--- src/rtl/serial_sub_pkg.sv ---
// Shared types and default sizing for the digit-serial subtractor.
package serial_sub_pkg;
  localparam int DEF_WIDTH = 8;
  localparam int DEF_DIGIT = 1;

  typedef enum logic [1:0] {
    IDLE = 2'd0,
    RUN  = 2'd1,
    DONE = 2'd2
  } state_t;
endpackage

--- src/rtl/full_subtractor.sv ---
// One-bit full subtractor: diff = a - b - bin, bout set when a borrow is needed.
module full_subtractor (
  input  logic a,
  input  logic b,
  input  logic bin,
  output logic diff,
  output logic bout
);
  assign diff = a ^ b ^ bin;
  assign bout = (~a & b) | (~(a ^ b) & bin);
endmodule

--- src/rtl/serial_subtractor.sv ---
// Digit-serial subtractor computing (a - b - bin) mod 2^WIDTH, DIGIT bits per cycle.
// Define SERIAL_SUB_OVF_EN to build the two's-complement overflow flag; otherwise ovf is tied low.
//
// state | meaning
// IDLE  | waiting for start; result outputs hold the last result
// RUN   | shifting one digit per cycle through the subtractor chain
// DONE  | one-cycle done pulse, result final
module serial_subtractor
  import serial_sub_pkg::*;
#(
  parameter int WIDTH = DEF_WIDTH,
  parameter int DIGIT = DEF_DIGIT
) (
  input  logic             clk,
  input  logic             rst,
  input  logic             start,
  input  logic [WIDTH-1:0] a,
  input  logic [WIDTH-1:0] b,
  input  logic             bin,
  output logic             busy,
  output logic             done,
  output logic [WIDTH-1:0] diff,
  output logic             bout,
  output logic             ovf
);
  localparam int N  = WIDTH / DIGIT;
  localparam int CW = $clog2(N + 1);
  localparam logic [CW-1:0] LAST = CW'(N - 1);

  state_t           state, state_nxt;
  logic [CW-1:0]    cnt;
  logic [WIDTH-1:0] sa, sb, sd;
  logic             brw;
  logic [DIGIT:0]   chain;
  logic [DIGIT-1:0] dig;
  logic [WIDTH-1:0] dig_ext;
  logic             accept, step, last;

  assign chain[0] = brw;

  for (genvar i = 0; i < DIGIT; i++) begin : g_fs
    full_subtractor u_fs (
      .a    (sa[i]),
      .b    (sb[i]),
      .bin  (chain[i]),
      .diff (dig[i]),
      .bout (chain[i+1])
    );
  end

  // Result digits enter at the MSB end so the LSB digit lands at bit 0 after N shifts.
  always_comb begin
    dig_ext = '0;
    dig_ext[WIDTH-1 -: DIGIT] = dig;
  end

  always_ff @(posedge clk or posedge rst) begin
    if (rst) state <= IDLE;
    else     state <= state_nxt;
  end

  always_comb begin
    state_nxt = state;
    busy      = 1'b0;
    done      = 1'b0;
    accept    = 1'b0;
    step      = 1'b0;
    last      = (cnt == LAST);
    case (state)
      IDLE: begin
        if (start) begin
          accept    = 1'b1;
          state_nxt = RUN;
        end
      end
      RUN: begin
        busy = 1'b1;
        step = 1'b1;
        if (last) state_nxt = DONE;
      end
      DONE: begin
        busy      = 1'b1;
        done      = 1'b1;
        state_nxt = IDLE;
      end
      default: state_nxt = IDLE;
    endcase
  end

  always_ff @(posedge clk or posedge rst) begin
    if (rst) begin
      sa  <= '0;
      sb  <= '0;
      sd  <= '0;
      brw <= 1'b0;
      cnt <= '0;
    end else if (accept) begin
      sa  <= a;
      sb  <= b;
      sd  <= '0;
      brw <= bin;
      cnt <= '0;
    end else if (step) begin
      sa  <= sa >> DIGIT;
      sb  <= sb >> DIGIT;
      sd  <= (sd >> DIGIT) | dig_ext;
      brw <= chain[DIGIT];
      cnt <= cnt + CW'(1);
    end
  end

  assign diff = sd;
  assign bout = brw;

`ifdef SERIAL_SUB_OVF_EN
  logic ovf_r;

  // Overflow is judged on the final digit only: borrow into the MSB vs borrow out of it.
  always_ff @(posedge clk or posedge rst) begin
    if (rst)                ovf_r <= 1'b0;
    else if (accept)        ovf_r <= 1'b0;
    else if (step && last)  ovf_r <= chain[DIGIT-1] ^ chain[DIGIT];
  end

  assign ovf = ovf_r;
`else
  assign ovf = 1'b0;
`endif
endmodule

--- config.mk ---
export PLATFORM = sky130hd
export DESIGN_NAME = serial_subtractor
export DESIGN_NICKNAME = d
export VERILOG_FILES = /design/src/rtl/serial_sub_pkg.sv /design/src/rtl/full_subtractor.sv /design/src/rtl/serial_subtractor.sv
export SDC_FILE = /design/constraint.sdc
export NUM_CORES = 1
export LEC_CHECK = 0
export BUFFER_PORTS_ARGS = -buffer_cell sky130_fd_sc_hd__buf_4
export CELL_PAD_IN_SITES_DETAIL_PLACEMENT = 0
export CELL_PAD_IN_SITES_GLOBAL_PLACEMENT = 1
export CORE_ASPECT_RATIO = 0.8
export CORE_MARGIN = 3
export CORE_UTILIZATION = 30
export CTS_CLUSTER_SIZE = 10
export DETAILED_ROUTE_END_ITERATION = 8
export PLACE_DENSITY_LB_ADDON = 0.25
export SLEW_MARGIN = 10
export SYNTH_ARGS = -nofsm -noshare
export SYNTH_HDL_FRONTEND = slang
export SYNTH_SLANG_ARGS = --single-unit
--- constraint.sdc ---
create_clock -name clk -period 1.5 [get_ports clk]
set_clock_uncertainty 0.05 [all_clocks]
set_input_delay 0.45 -clock clk [delete_from_list [all_inputs] [get_ports clk]]
set_output_delay 0.45 -clock clk [all_outputs]
set_load 0.01 [all_outputs]
==> impl_metrics.tcl <==
set metrics [dict create \
    p_per_area_nw_per_um2 2090 \
    crit_buf_inv 2 \
    fin_ws_ns -0.0911 \
    h-tree-depth 2 \
    cts_buffers 5 \
    fp.dieW_um 85.2 \
    m1WireLength_um 1260 \
    grtUsageTotal_pct 10.8 \
    ios 32 \
    syn_inst 138 \
    gp_congestion 0.718 \
    placed_cells 224 \
    route.met3.wl_um 170 \
    final_hold_viol_count 0 \
    slew_viol_final 0 \
    drive_gt1_share_pct 33.7 \
    worstPathArrival_ns 1.09 \
    multiInputGateArea_um2 688 \
    cts_sinks 31 \
    route.top_layer_used "met4" \
    crit_path_start_kind "flip-flop" \
    grt_max_degree 32 \
    path_cells "buf_4 > ha_2 > buf_6" \
    cp-end-kind "output port" \
    drtAntennaViolNets 0 \
    grt_pass1_wl_um 5090 \
    path_class "reg -> out" \
    vias 1101 \
    fmax_mhz 628 \
    area_growth_pct 36.4 \
    ys.flop_type "dfrtp_1" \
    rsz0062_at_grt "yes" \
    crit_required_ns 1.00 \
    seq_area_um2 776 \
    firstDrtPassIters 4 \
    nNetsFinal 204 \
    drc_errors 0 \
    period_minus_slack_ns 1.59 \
    clk_pin_slew_worst_paths_ns 0.06 \
    dpl.hpwl_um 2070 \
    syn_area_um2 1500 \
    fillers 467 \
    die-height_um 69.3 \
    async_reset_ff_share_pct 100 \
    synth_edf_count 0 \
    die_area_um2 5900 \
    crit_path_max_incr_delay_ns 0.40 \
    power.leakage_nw 0.970 \
    violations "negative setup slack" \
    ys_ff_latch 31 \
    worstHoldPathType "in -> async" \
    maxCapViolations 0 \
    slowest_stage "dfrtp_1" \
    coreArea_um2 4710 \
    critPathMaxFanout 3 \
    cts_tree "done" \
    grt_antenna_before_repair 0 \
    p_total_mw 4.28 \
    irDropWorstVdd_mv 0.696 \
    overflow 0 \
    grt_pass1_vias 1154 \
    clk_path_buf_depth 2 \
    avgSynthCellArea_um2 10.9 \
    status "finished, violations left" \
    routed_wl_um 3050 \
    yosysSeqAreaShare_pct 51.6 \
    place.port_buffers 30 \
    setup_viol 2 \
    synthDistinctLibCells 22 \
    initial_core_util_pct 32.0 \
    ys_warn_count 0 \
    path_delay_family "flip-flops" \
    antennaDiodeCount 0 \
    whs_ns 0.202 \
    synthesis.nets 165 \
    wl_met2_um 1580 \
    rows 22 \
    final_cells 238 \
    min_period_over_period_pct 106 \
    clock_latency_ns 0.27 \
    wl_per_cell_um 12.8 \
    drt_iter0_drc 48 \
    cts_root_buf "clkbuf_8" \
    vias_per_cell 4.63 \
]
-- flip-flops by register name, summed over array words and instances, names as in the netlist --
register,count
sa,8
sb,8
cnt,4
state,2
bout,1
diff,8
-- path summary, 6_finish.rpt --
kind,startpoint,end,slack (ns),cells after the start
max in group asynchronous,rst,cnt[3]$_DFFE_PP0P_,0.90,3
worst min register to register,sa[7]$_DFFE_PP0P_,sa[7]$_DFFE_PP0P_,0.49,2
worst max register to register,state[1]$_DFFE_PP0P_,cnt[3]$_DFFE_PP0P_,0.02,7
worst max-delay path,state[1]$_DFFE_PP0P_,done,-0.09,3
worst min-delay path,rst,diff[2]$_DFFE_PP0P_,0.20,3
min in group clk,a[4],sa[4]$_DFFE_PP0P_,0.33,3
-- metal layers --
| metal | vias up | GRT usage, % |
|---|---|---|
| met5 | - | 0 |
| met4 | 0 | 3.69 |
| met3 | 4 | 4.16 |
| met2 | 28 | 18.4 |
| met1 | 540 | 12.4 |
| li1 | 529 | - |
-- final cells by class --
class / instances / area share, %
multi-input combinational: 92 / 33.5
sequential: 31 / 37.8
clock buffer: 8 / 4.88
tap: 60 / 3.66
inverter: 5 / 0.915
timing repair buffer: 42 / 19.2
-- cell usage after synthesis, types with 2 or more instances --
cell type / count / area, um2
buf_2: 3 / 15.0
buf_4: 6 / 45.0
dfrtp_1: 31 / 776
ha_1: 6 / 75.1
inv_1: 5 / 18.8
mux2_1: 2 / 22.5
mux2i_1: 23 / 230
nand2_1: 19 / 71.3
nand2b_1: 2 / 12.5
nor2_1: 12 / 45.0
o21ai_0: 6 / 30.0
o21ai_1: 12 / 60.1
xor2_1: 2 / 17.5
-- timing repair --
| action | 4_1_cts | 5_1_grt |
|---|---|---|
| endpoints found under the hold margin | 0 | 0 |
| cloned | 0 | 1 |
| hold buffers | 0 | 0 |
| endpoints found under the setup margin | 11 | 22 |
| buffers inserted | 4 | 1 |
| gates resized for setup | 7 | 8 |
| pin swaps | 1 | 0 |
-- through the flow --
| stage | util, % | TNS (ns) | instance area (um2) | worst slack [ns] |
|---|---|---|---|---|
| after global placement | 38.9 | 0 | 1830 | 0.0588 |
| after global routing | 43.6 | -1.16 | 2050 | -0.141 |
| after CTS | 42.3 | -0.188 | 1990 | -0.0960 |
| final | 43.6 | -0.180 | 2050 | -0.0911 |
| after detailed placement | 38.9 | -0.0651 | 1830 | -0.0254 |
| after floorplan | - | 0 | 1500 | 0.128 |
-- placed cells by master (no fill, tap or decap) --
cell,instances
nor2_1,12
inv_1,3
ha_2,1
nand3b_1,1
xnor2_1,1
nand4_2,1
buf_12,4
clkbuf_16,1
buf_4,34
clkbuf_1,1
mux2_1,1
mux2i_2,3
nand2b_1,2
and2_1,1
o21ai_0,4
ha_4,2
o21ai_1,14
dfrtp_1,31
mux2i_1,20
a21oi_4,1
mux2_4,1
buf_6,3
conb_1,1
nand2_1,19
ha_1,3
fa_1,1
inv_2,2
nor2b_1,1
xor2_1,2
clkbuf_8,7
-- kinds of logic after synthesis --
| logic type | Yosys count | synth area share, % |
|---|---|---|
| DFF | 31 | 51.6 |
| and+or+nand+nor | 37 | 10.7 |
| other | 1 | 0.249 |
| xor gates and xnor gates | 3 | 1.75 |
| adders and majority gates | 7 | 6.32 |
| buffers and inverters | 15 | 5.99 |
| AOI/OAI and AO/OA | 19 | 6.57 |
| muxes | 25 | 16.8 |
-- report_power, final --
group	leakage (nW)	switching, mW	internal [mW]
clock network	0.0515	0.283	0.418
logic	0.520	0.949	1.18
registers	0.398	0.252	1.20
-- worst register-to-register path, stage by stage (launching register included) --
cell and delay, ns:
dfrtp_1 0.40, inv_2 0.10, buf_4 0.14, ha_4 0.23
buf_4 0.15, nand4_2 0.10, xor2_1 0.15, nor2_1 0.06
(Power assumes the default switching activity.)
